<file path="src/rtl/mem_stage_ctrl.sv">
// -----------------------------------------------------------------------------
// mem_stage_ctrl
//   Request controller between the pipeline MEM stage and mem_system.
//   Screens each load/store for misalignment or rd+wr conflicts, presents
//   legal requests to mem_system as registered Rd/Wr/Addr/DataIn until Done,
//   stalls the pipeline meanwhile, returns load data and keeps access/hit
//   statistics. Memory errors and hung requests lock the block in ERR.
//
//   State table
//     state | meaning
//     IDLE  | waiting for a MEM-stage instruction; screens it combinationally
//     REQ   | request presented to mem_system, waiting for Done/err/timeout
//     RESP  | one-cycle completion slot; pipeline released, load data valid
//     ERR   | memory error or timeout; pipeline frozen until reset
//
// Ports
//   clk, rst_n                  clock, async active-low reset
//   pipe_valid/rd/wr/addr/wdata MEM-stage request
//   pipe_stall                  freeze the pipeline
//   rdata, rdata_valid          load result and its one-cycle valid pulse
//   align_err                   misaligned / illegal request pulse
//   fatal_err                   sticky memory error or timeout
//   mem_addr/wdata/rd/wr        request to mem_system
//   mem_done/rdata/hit/err      response from mem_system
//   access_cnt, hit_cnt         saturating statistics counters
// -----------------------------------------------------------------------------
module mem_stage_ctrl #(
    parameter int TIMEOUT = 64,
    parameter int CNT_W   = 16
) (
    input  logic             clk,
    input  logic             rst_n,
    input  logic             pipe_valid,
    input  logic             pipe_rd,
    input  logic             pipe_wr,
    input  logic [15:0]      pipe_addr,
    input  logic [15:0]      pipe_wdata,
    output logic             pipe_stall,
    output logic [15:0]      rdata,
    output logic             rdata_valid,
    output logic             align_err,
    output logic             fatal_err,
    output logic [15:0]      mem_addr,
    output logic [15:0]      mem_wdata,
    output logic             mem_rd,
    output logic             mem_wr,
    input  logic             mem_done,
    input  logic [15:0]      mem_rdata,
    input  logic             mem_hit,
    input  logic             mem_err,
    output logic [CNT_W-1:0] access_cnt,
    output logic [CNT_W-1:0] hit_cnt
);

    typedef enum logic [1:0] {IDLE, REQ, RESP, ERR} state_t;

    localparam logic [7:0]       TO_LAST = 8'(TIMEOUT - 1);
    localparam logic [CNT_W-1:0] CNT_ONE = CNT_W'(1);

    state_t     state;
    logic [7:0] to_cnt;
    logic       is_rd;
    logic       legal;
    logic       bad;

    assign legal = pipe_valid & (pipe_rd ^ pipe_wr) & ~pipe_addr[0];
    assign bad   = pipe_valid & ((pipe_rd & pipe_wr) | ((pipe_rd | pipe_wr) & pipe_addr[0]));

    // Stall and align_err must react in the same cycle the instruction shows
    // up, so they are decoded from the current state rather than registered.
    always_comb begin
        pipe_stall = 1'b0;
        align_err  = 1'b0;
        case (state)
            IDLE: begin
                pipe_stall = legal;
                align_err  = bad;
            end
            REQ:     pipe_stall = 1'b1;
            ERR:     pipe_stall = 1'b1;
            default: pipe_stall = 1'b0;
        endcase
    end

    always_ff @(posedge clk or negedge rst_n) begin
        if (!rst_n) begin
            state       <= IDLE;
            to_cnt      <= '0;
            is_rd       <= 1'b0;
            rdata       <= '0;
            rdata_valid <= 1'b0;
            fatal_err   <= 1'b0;
            mem_addr    <= '0;
            mem_wdata   <= '0;
            mem_rd      <= 1'b0;
            mem_wr      <= 1'b0;
            access_cnt  <= '0;
            hit_cnt     <= '0;
        end else begin
            rdata_valid <= 1'b0;
            case (state)
                IDLE: begin
                    if (legal) begin
                        mem_addr  <= pipe_addr;
                        mem_wdata <= pipe_wdata;
                        mem_rd    <= pipe_rd;
                        mem_wr    <= pipe_wr;
                        is_rd     <= pipe_rd;
                        to_cnt    <= '0;
                        state     <= REQ;
                    end
                end
                REQ: begin
                    to_cnt <= to_cnt + 8'd1;
                    if (mem_err) begin
                        mem_rd    <= 1'b0;
                        mem_wr    <= 1'b0;
                        fatal_err <= 1'b1;
                        state     <= ERR;
                    end else if (mem_done) begin
                        mem_rd <= 1'b0;
                        mem_wr <= 1'b0;
                        if (is_rd) begin
                            rdata       <= mem_rdata;
                            rdata_valid <= 1'b1;
                        end
                        if (access_cnt != '1)
                            access_cnt <= access_cnt + CNT_ONE;
                        if (mem_hit && (hit_cnt != '1))
                            hit_cnt <= hit_cnt + CNT_ONE;
                        state <= RESP;
                    end else if (to_cnt == TO_LAST) begin
                        mem_rd    <= 1'b0;
                        mem_wr    <= 1'b0;
                        fatal_err <= 1'b1;
                        state     <= ERR;
                    end
                end
                RESP: state <= IDLE;
                ERR: begin
                    fatal_err <= 1'b1;
                    mem_rd    <= 1'b0;
                    mem_wr    <= 1'b0;
                end
                default: state <= IDLE;
            endcase
        end
    end

endmodule
</file>
<file path="config.mk">
export PLATFORM = sky130hd
export DESIGN_NAME = mem_stage_ctrl
export DESIGN_NICKNAME = d
export VERILOG_FILES = /design/src/rtl/mem_stage_ctrl.sv
export SDC_FILE = /design/constraint.sdc
export NUM_CORES = 1
export LEC_CHECK = 0
export ABC_AREA = 1
export CORE_MARGIN = 3
export CORE_UTILIZATION = 43
export DETAILED_ROUTE_END_ITERATION = 8
export PLACE_DENSITY = 0.76
export RECOVER_POWER = 50
export SYNTH_ARGS = -nofsm -noshare
export SYNTH_HDL_FRONTEND = slang
export SYNTH_SLANG_ARGS = --single-unit
</file>
<file path="constraint.sdc">
create_clock -name clk -period 1.7 [get_ports clk]
set_input_delay 0.34 -clock clk [delete_from_list [all_inputs] [get_ports clk]]
set_output_delay 0.34 -clock clk [all_outputs]
set_load 0.05 [all_outputs]
</file>
==> impl_summary.log, run 1 <==
INFO  metric r2r_cells = 11
INFO  metric cts_buffers = 9
INFO  metric cts-root-to-sink-buffers = 2
INFO  metric area_growth_syn_to_layout = 40.4%
INFO  metric layout_cells_sized_above_1 = 21.8%
INFO  metric path_max_fanout = 2
INFO  metric yosysUniqueCellTypes = 27
INFO  metric timing.final.ws_setup = -0.155 ns
INFO  metric setup.worst_path.end = pipe_stall
INFO  metric yosys.area.top_type = sky130_fd_sc_hd__dfrtp_1
INFO  metric routedWlPerCell = about 14 um
INFO  metric timing.setup.tns = -0.237 ns
INFO  metric place_hpwl = between 9 and 10 mm
INFO  metric max_cap_violations = 0
INFO  metric violations = setup timing
INFO  metric synth_cells = 623
INFO  metric final.period_utilization = 109%
INFO  metric first_iter_violations = about 260
INFO  metric worstHoldPathType = flop to flop
INFO  metric grt_antenna_before_repair = 0
INFO  metric grt_util_all_layers = around a fifth
INFO  metric combined_area_of_the_multi_input_logic_cells = about 0.0022 mm2
INFO  metric route.detailed.vias_per_inst = between 4 and 5
INFO  metric start_util = between 40% and 50%
INFO  metric utilization = roughly 63%
INFO  metric cts_sinks = 95
INFO  metric tightestPinTransition = between 0.6 and 0.7 ns
INFO  metric critPathArrivalTime = approximately 1.5 ns
INFO  metric detailroute.via_count = 4564
INFO  metric nature_of_the_critical_path_startpoint = flop
INFO  metric regArea = 0.00238 mm2
INFO  metric place_area = between 0.006 and 0.007 mm2
INFO  metric drtAntennaViolNets = 0
INFO  metric setup-violations-final = 2
INFO  metric worst-endpoint-required = about 1.4 ns
INFO  metric headroom_to_the_max_slew_limit = a little under three fifths
INFO  metric netlist_top_cells_count = 330 x sky130_fd_sc_hd__nand2_1, 95 x sky130_fd_sc_hd__dfrtp_1, 44 x sky130_fd_sc_hd__nor2_1
INFO  metric crit_path_start = state[1]$_DFFE_PN0P_
INFO  metric critical-path-top-delay-family = flip-flops
INFO  metric cts_root_buffer = sky130_fd_sc_hd__clkbuf_8
INFO  metric grt_setup_unrepaired = true
INFO  metric io_pins = ~140
INFO  metric number_of_global_route_vias_before_repair = 4404
INFO  metric synth_top_area_share = between 50% and 60%
INFO  metric critical_path_cell_count = 7
INFO  metric finalInstanceArea = approximately 0.0066 mm2
INFO  metric ys_seq_elements = 95
INFO  metric placement.setup.worst_slack = -0.589 ns
INFO  metric yosysSeqAreaShare = between 50% and 60%
INFO  metric clk_latency_worst_skew_pair = roughly 0.36 ns
INFO  metric drt_drc_violations_left = 0
INFO  metric rr_startpoint = state[0]$_DFFE_PN0P_
INFO  metric worst_setup_hold_path_clk_slew = roughly 0.1 ns
INFO  metric synthArstFlopShare = 100%
INFO  metric placement.io_buffers = approximately 140
INFO  metric totalPowerFinal = about 0.011 W
INFO  metric final-max-slew-violation-count = 0
INFO  metric synth-main-ff-cell = sky130_fd_sc_hd__dfrtp_1
INFO  metric synth_enable_flop_cells = 0
INFO  metric post_synth_instance_area = 0.00472 mm2
INFO  metric reg2reg_to = hit_cnt[9]$_DFFE_PN0P_
INFO  metric fin_crit = between 1.5 and 2 ns
INFO  metric finalWirelength = 12.8 mm
INFO  metric worst_clock_skew = 0.00890 ns
INFO  metric die_x = 111 um
INFO  metric slowest_stage_cell_cp = sky130_fd_sc_hd__dfrtp_1
INFO  metric postSynthAreaPerCell = between 7 and 8 um2
INFO  metric die_area = approximately 0.012 mm2
INFO  metric power.ir.vdd_worst = between 0.001 and 0.0015 V
INFO  metric core.rowCount = 37
INFO  metric cts_max_level = 3
INFO  metric grt_max_degree = 41
INFO  metric power.static_leakage = 3.48 nW
INFO  metric outcome = finished, violations left
INFO  metric timing.setup.critical_path_class = flop to primary output
INFO  metric wire_length_of_the_first_global_routing_pass = roughly 21 mm
INFO  metric nets = 860
INFO  metric cp_bufs_invs = 3
INFO  metric firstDrtPassIters = 5
INFO  metric hold_viol_final = 0
INFO  metric synthMostInstantiatedCell = sky130_fd_sc_hd__nand2_1
INFO  metric worstPathCellList = inv_2 > ha_4 > nand2_4 > inv_2 > nand2_4 > a21oi_4 > buf_12
INFO  metric tritoncts_clock_tree = built
INFO  metric power_per_cell_area = ~1600 mW/mm2
INFO  metric cpPeakStageDelay = around 0.4 ns
INFO  metric die_y = approximately 110 um
INFO  metric place_congestion = 0.877
INFO  metric grt_remaining_overflow = 0
INFO  metric synth_warnings = 0
INFO  metric fillers = 878
INFO  metric syn-num-nets = 688
INFO  metric core = roughly 0.011 mm2
INFO  metric worst_setup_path_end_kind = primary output
INFO  metric timing.reg2reg.setup_slack = approximately 0.01 ns
INFO  metric yosys-top-cells-area = sky130_fd_sc_hd__dfrtp_1 50%, sky130_fd_sc_hd__nand2_1 26%, sky130_fd_sc_hd__nor2_1 3.5%
INFO  metric worstHoldStart = rdata[7]$_DFFE_PN0P_
INFO  metric antenna_cells = 0
INFO  metric highest_attainable_clock_frequency = between 500 and 600 MHz
==> worst min-delay path by stage <==
| stage | to | slack (ns) | cells past startpoint |
|---|---|---|---|
| floorplan | access_cnt[0]$_DFFE_PN0P_ | 0.04 | 0 |
| global placement | hit_cnt[5]$_DFFE_PN0P_ | 0.29 | 1 |
| detailed placement | hit_cnt[5]$_DFFE_PN0P_ | 0.28 | 1 |
| CTS | hit_cnt[15]$_DFFE_PN0P_ | 0.42 | 2 |
| global route | mem_addr[9]$_DFFE_PN0P_ | 0.49 | 3 |
| finish | rdata[7]$_DFFE_PN0P_ | 0.49 | 2 |
==> worst min-delay path: stages, from the launching register on <==
cell and delay, ns:
sky130_fd_sc_hd__dfrtp_1 0.35, sky130_fd_sc_hd__nand2_1 0.05, sky130_fd_sc_hd__nand2_1 0.05
==> registers in the layout (all words and copies together), names as in the netlist <==
name         cells
mem_wdata       16
to_cnt           8
mem_addr        16
is_rd            1
rdata           16
fatal_err        1
access_cnt      16
mem_wr           1
hit_cnt         16
rdata_valid      1
mem_rd           1
state            2
==> power by group <==
part / leakage (nW) / switching, W / internal [W]
registers: 1.23 / 0.000566 / 0.00298
clock network: 0.0881 / 0.000825 / 0.000543
logic: 2.17 / 0.00396 / 0.00192
==> per-stage QoR <==
stage | std cells | hold slack, ns
after detailed placement | 910 | 0.284
after global routing | 936 | 0.486
after floorplan | 623 | 0.0444
final | 936 | 0.487
after global placement | 910 | 0.286
after CTS | 931 | 0.421
==> cells in the final DEF (no fill, tap or decap), drive strengths merged <==
cell           instances
nand2                337
dfrtp                 95
buf                   95
clkdlybuf4s50         52
nor2                  48
inv                   45
clkbuf                33
nand3                 24
nand4                 13
o21ai                 10
ha                     9
xnor2                  8
a21oi                  8
xor2                   7
clkinv                 5
nor3                   4
nand3b                 3
dlygate4sd2            2
clkinvlp               1
dlygate4sd3            1
==> routing by layer <==
layer / global-route usage [%] / vias up / wire length, um
met4: 8.13 / 0 / 284
li1: - / 2258 / -
met5: 0 / - / 0
met2: 35.5 / 137 / 6380
met3: 3.82 / 23 / 730
met1: 25.7 / 2146 / 5410
==> cell families (layout without fill, tap and decap cells) <==
kind of cell               after synthesis  count (layout)  synth area share (%)
AOI/OAI and AO/OA                       17              18                  2.04
xor gates and xnor gates                15              15                  2.79
adders and majority gates                9               9                  2.39
buffers and inverters                   60             234                  5.60
DFF                                     95              95                  50.4
and+or+nand+nor                        427             429                  36.8
==> area by class of cell <==
cell class              instances  area share [%]
inverters                      45            2.65
flip-flops and latches         95            36.0
multi-input cells             471            33.3
repair buffers                173            22.9
clock buffers                  10            1.93
clock inverters                 6           0.699
well taps                     136            2.57
==> repair_timing <==
item                                    in CTS  in global routing
endpoints found under the setup margin      61                 53
gates resized for setup                     20                 11
gates cloned                                 1                  2
pin swaps                                    6                  3
buffers inserted                             3                  3
hold buffers                                 1                  0
endpoints found under the hold margin       23                  0
Power figures use the tool's default switching activity.
==> run 2: changes to the inputs <==
- CORE_ASPECT_RATIO: unset -> 1.1
- CORE_UTILIZATION: 43 -> 44
- CTS_BUF_LIST: unset -> sky130_fd_sc_hd__clkbuf_8
- PLACE_DENSITY: 0.76 -> 0.78
- SKIP_LAST_GASP: unset -> 1
==> run 2 against run 1 <==
Against the previous run: the flow still finishes with violations (setup timing); combinational power increased by 2%; sequential cell count unchanged; via count is 0.90% higher; critical endpoint unchanged; largest cell class unchanged.
==> impl_summary.log, run 2 (synthesized netlist as in run 1, its figures left out) <==
INFO  metric highest_attainable_clock_frequency = 534 MHz
INFO  metric grt_antenna_before_repair = 0
INFO  metric cts-root-to-sink-buffers = 2
INFO  metric finalWirelength = roughly 13 mm
INFO  metric detailroute.via_count = around 4600
INFO  metric final-max-slew-violation-count = 0
INFO  metric finalInstanceArea = around 0.0067 mm2
INFO  metric comb_power_share = between 50 and 60%
INFO  metric cp_bufs_invs = 2
INFO  metric cts_max_level = 3
INFO  metric critPathArrivalTime = about 1.5 ns
INFO  metric cts_buffers = 9
INFO  metric routedWlPerCell = roughly 14 um
INFO  metric power.static_leakage = ~3.5 nW
INFO  metric placement.io_buffers = about 140
INFO  metric cts_sinks = 95
INFO  metric placement.setup.worst_slack = -0.481 ns
INFO  metric fin_crit = about 1.9 ns
INFO  metric worst_setup_hold_path_clk_slew = around 0.090 ns
INFO  metric violations = setup timing
INFO  metric die_x = between 100 and 150 um
INFO  metric p_sw_share = ~49%
INFO  metric number_of_global_route_vias_before_repair = about 4400
INFO  metric p_sw = between 0.005 and 0.006 W
INFO  metric cpPeakStageDelay = 0.41 ns
INFO  metric fillers = approximately 900
INFO  metric grt_setup_unrepaired = true
INFO  metric nets = around 860
INFO  metric final.period_utilization = 110%
INFO  metric place_hpwl = roughly 9.3 mm
INFO  metric setup-violations-final = 2
INFO  metric tritoncts_clock_tree = built
INFO  metric drt_drc_violations_left = 0
INFO  metric grt_util_all_layers = 21.2%
INFO  metric firstDrtPassIters = 5
INFO  metric start_util = 45.2%
INFO  metric slowest_stage_cell_cp = sky130_fd_sc_hd__dfrtp_1
INFO  metric timing.setup.critical_path_class = flop to primary output
INFO  metric worstPathCellList = buf_4 > ha_1 > nor2_4 > a21oi_4 > buf_12
INFO  metric layout_cells_sized_above_1 = 22.5%
INFO  metric worst_clock_skew = just under 0.006 ns
INFO  metric tightestPinTransition = roughly 1.1 ns
INFO  metric max_cap_violations = 0
INFO  metric io_pins = approximately 140
INFO  metric power_per_cell_area = approximately 1600 mW/mm2
INFO  metric grt_max_degree = just over 60
INFO  metric headroom_to_the_max_slew_limit = between 20 and 30%
INFO  metric route.detailed.vias_per_inst = around 4.9
INFO  metric most_frequent_cells_in_the_layout = 325 x sky130_fd_sc_hd__nand2_1, 91 x sky130_fd_sc_hd__dfrtp_1, 87 x sky130_fd_sc_hd__buf_4, 52 x sky130_fd_sc_hd__clkdlybuf4s50_1, 38 x sky130_fd_sc_hd__nor2_1
INFO  metric core.rowCount = 39
INFO  metric worst-endpoint-required = roughly 1.4 ns
INFO  metric critical-path-top-delay-family = flip-flops
INFO  metric power.ir.vdd_worst = ~0.0011 V
INFO  metric clkPwrFrac = 12.8%
INFO  metric path_max_fanout = 3
INFO  metric core = around 0.010 mm2
INFO  metric place_congestion = around 0.89
INFO  metric hold_viol_final = 0
INFO  metric clk_latency_worst_skew_pair = 0.36 ns
INFO  metric die_y = 115 um
INFO  metric drtAntennaViolNets = 0
INFO  metric power_report.internal_total = roughly 0.0055 W
INFO  metric nature_of_the_critical_path_startpoint = flop
INFO  metric fin_cells = approximately 950
INFO  metric outcome = finished, violations left
INFO  metric worst_setup_path_end_kind = primary output
INFO  metric grt_remaining_overflow = 0
INFO  metric area_growth_syn_to_layout = 42.2%
INFO  metric wire_length_of_the_first_global_routing_pass = just over 20 mm
INFO  metric layout.cells.most_common = sky130_fd_sc_hd__nand2_1
INFO  metric antenna_cells = 0
INFO  metric die_area = roughly 0.012 mm2
INFO  metric seqPwrFrac = around 33%
INFO  metric timing.final.ws_setup = -0.173 ns
INFO  metric first_iter_violations = roughly 220
INFO  metric cts_root_buffer = sky130_fd_sc_hd__clkbuf_8
INFO  metric worstHoldPathType = flop to flop
INFO  metric place_area = around 0.0064 mm2
INFO  metric totalPowerFinal = 0.0109 W
INFO  metric place.detailed.instances = about 920
[run 2: cell count changes in the layout (fill, tap and decap cells not counted), sizes merged]
cell and change:
buf +6, inv +3, clkbuf -1, clkinvlp +2, nand2 -1, clkinv -5
[run 2: path summary, 6_finish.rpt]
path	depth (start not counted)	slack (ns)	startpoint	endpoint
worst max-delay path	5	-0.17	state[0]$_DFFE_PN0P_	pipe_stall
worst min-delay path	2	0.48	fatal_err$_DFFE_PN0P_	fatal_err$_DFFE_PN0P_
worst max register to register	11	0.04	state[0]$_DFFE_PN0P_	hit_cnt[11]$_DFFE_PN0P_
worst min register to register	2	0.48	fatal_err$_DFFE_PN0P_	fatal_err$_DFFE_PN0P_
max in group asynchronous	3	0.08	rst_n	hit_cnt[0]$_DFFE_PN0P_
min in group asynchronous	2	0.74	rst_n	access_cnt[8]$_DFFE_PN0P_
[run 2: power by group through the flow]
stage	Clock [W]	Combinational, W	Sequential, W
floorplan	0	0.00150	0.00574
global placement	0	0.00566	0.00355
detailed placement	0	0.00579	0.00357
CTS	0.00144	0.00596	0.00355
global route	0.00151	0.00639	0.00362
finish	0.00139	0.00597	0.00354
[run 2: stage by stage]
stage	hold WS [ns]	TNS, ns	util [%]
after floorplan	0.0444	-0.159	-
after global placement	0.230	-17.14	60.9
after detailed placement	0.235	-20.25	60.9
after CTS	0.416	-0.320	63.7
after global routing	0.490	-9.50	64.2
final	0.481	-0.256	64.2
[run 2: cell type report]
class	instances	area, um2	area share (%)
multi-input combinational	470	2210	33.0
sequential	95	2380	35.5
tap	143	179	2.67
timing repair buffer	178	1570	23.5
clock inverter	6	43.8	0.653
clock buffer	10	138	2.05
inverter	45	176	2.63
[run 2: worst register-to-register path: cells and delay by family, from the launching register on]
kind / cells / cell delay (ns)
buffers and inverters: 4 / 0.43
and+or+nand+nor: 5 / 0.40
DFF: 1 / 0.39
adders and majority gates: 1 / 0.22
AOI/OAI and AO/OA: 1 / 0.12
[run 2: metal layers]
metal	global-route usage, %	wire, um
met1	26.6	5390
met4	9.97	361
met5	0	0
met3	3.95	891
met2	35.5	6310
[run 2: repair_timing]
action                                 CTS  global route
pin swaps                                5             5
endpoints found under the hold margin   16             0
hold buffers                             1             0
resized for setup                       19            20
setup endpoints to repair               41            94
cloned                                   1             3
buffers inserted                         5             4
==> run 3: changes to the inputs <==
- TNS_END_PERCENT: unset -> 1
==> run 3 against run 2 <==
Against the previous run: largest cell class unchanged; clock-buffer cell count did not move; utilization fell by 0.67 points; the flow still finishes with violations (setup timing); critical endpoint unchanged; hold slack gained 0.0011 ns.
==> impl_summary.log, run 3 (synthesized netlist as in run 1, its figures left out) <==
INFO  metric outcome = finished, violations left
INFO  metric violations = setup timing
INFO  metric grt_util_all_layers = a little over a fifth
INFO  metric final.period_utilization = 109%
INFO  metric critPathArrivalTime = between 1.5 and 2 ns
INFO  metric worst_setup_hold_path_clk_slew = 0.09 ns
INFO  metric setup.worst_path.end = pipe_stall
INFO  metric critical-path-top-delay-family = flip-flops
INFO  metric core.rowCount = 39
INFO  metric cts-root-to-sink-buffers = 2
INFO  metric max_cap_violations = 0
INFO  metric timing.reg2reg.setup_slack = -0.04 ns
INFO  metric place_congestion = approximately 0.88
INFO  metric clk_latency_worst_skew_pair = between 0.3 and 0.4 ns
INFO  metric nets = 859
INFO  metric crit_path_most_repeated_cell = sky130_fd_sc_hd__inv_2
INFO  metric critical_path_cell_count = 7
INFO  metric r2r_cells = 12
INFO  metric cp_bufs_invs = 3
INFO  metric crit_path_start = state[0]$_DFFE_PN0P_
INFO  metric fillers = 880
INFO  metric start_util = 45.2%
INFO  metric layout_cells_sized_above_1 = 20.9%
INFO  metric grt_max_degree = 37
INFO  metric io_pins = about 140
INFO  metric timing.setup.tns = -0.774 ns
INFO  metric cts_root_buffer = sky130_fd_sc_hd__clkbuf_8
INFO  metric worstPathCellList = inv_2 > ha_4 > nand2_2 > inv_2 > nand2_4 > a21oi_4 > buf_12
INFO  metric place_area = between 0.006 and 0.007 mm2
INFO  metric die_x = ~100 um
INFO  metric nature_of_the_critical_path_startpoint = flop
INFO  metric detailroute.via_count = between 4000 and 5000
INFO  metric most_frequent_cells_in_the_layout = 328 x sky130_fd_sc_hd__nand2_1, 108 x sky130_fd_sc_hd__buf_4, 91 x sky130_fd_sc_hd__dfrtp_1, 52 x sky130_fd_sc_hd__clkdlybuf4s50_1, 41 x sky130_fd_sc_hd__nor2_1
INFO  metric tritoncts_clock_tree = built
INFO  metric highest_attainable_clock_frequency = approximately 540 MHz
INFO  metric cts_buffers = 9
INFO  metric rr_startpoint = state[0]$_DFFE_PN0P_
INFO  metric worst_clock_skew = 0.0103 ns
INFO  metric grt_setup_unrepaired = true
INFO  metric finalWirelength = 12.1 mm
INFO  metric worst_setup_path_end_kind = primary output
INFO  metric core = ~0.010 mm2
INFO  metric first_iter_violations = between 150 and 200
INFO  metric timing.final.ws_setup = -0.146 ns
INFO  metric path_max_fanout = 3
INFO  metric worst-endpoint-required = 1.36 ns
INFO  metric placement.io_buffers = around 140
INFO  metric route.detailed.vias_per_inst = 4.80
INFO  metric finalInstanceArea = 0.00664 mm2
INFO  metric layout.cells.most_common = sky130_fd_sc_hd__nand2_1
INFO  metric place_hpwl = ~9.2 mm
INFO  metric routedWlPerCell = 12.9 um
INFO  metric drtAntennaViolNets = 0
INFO  metric worstHoldPathType = flop to flop
INFO  metric cts_max_level = 3
INFO  metric timing.setup.critical_path_class = flop to primary output
INFO  metric slowest_stage_cell_cp = sky130_fd_sc_hd__dfrtp_1
INFO  metric power.static_leakage = 3.50 nW
INFO  metric final-max-slew-violation-count = 0
INFO  metric firstDrtPassIters = 4
INFO  metric cts_sinks = 95
INFO  metric number_of_global_route_vias_before_repair = ~4500
INFO  metric antenna_cells = 0
INFO  metric wire_length_of_the_first_global_routing_pass = 20.4 mm
INFO  metric tightestPinTransition = a little over 0.8 ns
INFO  metric die_area = between 0.01 and 0.015 mm2
INFO  metric power_per_cell_area = 1650 mW/mm2
INFO  metric fin_crit = between 1.5 and 2 ns
INFO  metric reg2reg_to = mem_wdata[5]$_DFFE_PN0P_
INFO  metric drt_drc_violations_left = 0
INFO  metric grt_antenna_before_repair = 0
INFO  metric power.ir.vdd_worst = 0.00160 V
INFO  metric setup-violations-final = 33
INFO  metric area_growth_syn_to_layout = 40.7%
INFO  metric cpPeakStageDelay = ~0.42 ns
INFO  metric headroom_to_the_max_slew_limit = between 40% and 50%
INFO  metric grt_remaining_overflow = 0
INFO  metric die_y = approximately 110 um
INFO  metric hold_viol_final = 0
==> run 3: cell types whose count changed in the layout (fill, tap and decap cells not counted), sizes merged <==
cell,before,now
buf,101,119
o21ai,10,9
bufinv,0,1
clkbuf,32,11
clkinvlp,3,1
nand2,336,335
clkinv,0,2
inv,48,47
==> run 3: timing repair <==
action | 4_1_cts | 5_1_grt
setup endpoints to repair | 43 | 93
setup buffers | 5 | 0
pin swaps | 5 | 0
hold buffers | 1 | 0
hold endpoints to repair | 30 | 0
cloned | 0 | 0
resized for setup | 15 | 1
==> run 3: through the flow <==
| stage | power, W | setup WS (ns) | hold WS (ns) | instances | utilization, % |
|---|---|---|---|---|---|
| floorplan | 0.00723 | -0.157 | 0.0444 | 623 | - |
| finish | 0.0110 | -0.146 | 0.482 | 942 | 63.6 |
| global route | 0.0116 | -0.257 | 0.486 | 942 | 63.6 |
| CTS | 0.0111 | -0.148 | 0.477 | 942 | 63.8 |
| detailed placement | 0.00937 | -0.501 | 0.327 | 920 | 61.0 |
| global placement | 0.00922 | -0.480 | 0.328 | 920 | 61.0 |
==> run 3: area by class of cell <==
| class | instances | area, um2 | area share (%) |
|---|---|---|---|
| Clock inverter | 6 | 67.6 | 1.02 |
| Clock buffer | 10 | 138 | 2.07 |
| Sequential cell | 95 | 2380 | 35.9 |
| Inverter | 45 | 169 | 2.55 |
| Timing Repair Buffer | 175 | 1580 | 23.7 |
| Tap cell | 143 | 179 | 2.70 |
| Multi-Input combinational cell | 468 | 2130 | 32.0 |
==> run 3: where the power goes <==
group          switching [W]  internal [W]  total [W]  leakage (nW)
registers           0.000557       0.00298    0.00353          1.23
clock network       0.000787      0.000728    0.00152         0.105
logic                0.00393       0.00200    0.00593          2.17
total                0.00528       0.00570     0.0110          3.50
==> run 3: worst min path at each step <==
stage | startpoint | end | slack (ns) | cells past startpoint
after floorplan | rst_n | access_cnt[0]$_DFFE_PN0P_ | 0.04 | 0
after global placement | rst_n | to_cnt[5]$_DFFE_PN0P_ | 0.33 | 1
after detailed placement | rst_n | mem_rd$_DFFE_PN0P_ | 0.33 | 1
after CTS | rst_n | hit_cnt[2]$_DFFE_PN0P_ | 0.48 | 2
after global routing | pipe_wdata[10] | mem_wdata[10]$_DFFE_PN0P_ | 0.49 | 3
final | mem_rd$_DFFE_PN0P_ | mem_rd$_DFFE_PN0P_ | 0.48 | 2
==> run 3: worst reg2reg max path: cells and delay by family (launching register included) <==
family,cells,cell delay (ns)
flip-flops,1,0.42
buffers and inverters,7,0.84
AND/OR/NAND/NOR,4,0.27
adder cells (fa/ha/maj),1,0.15
==> run 3: per-layer routing <==
layer  share of wire (%)  track usage, %
met2                  50            35.6
met5                   0               0
met4                 1.2            6.91
met3                 6.1            5.19
met1                  43            26.0
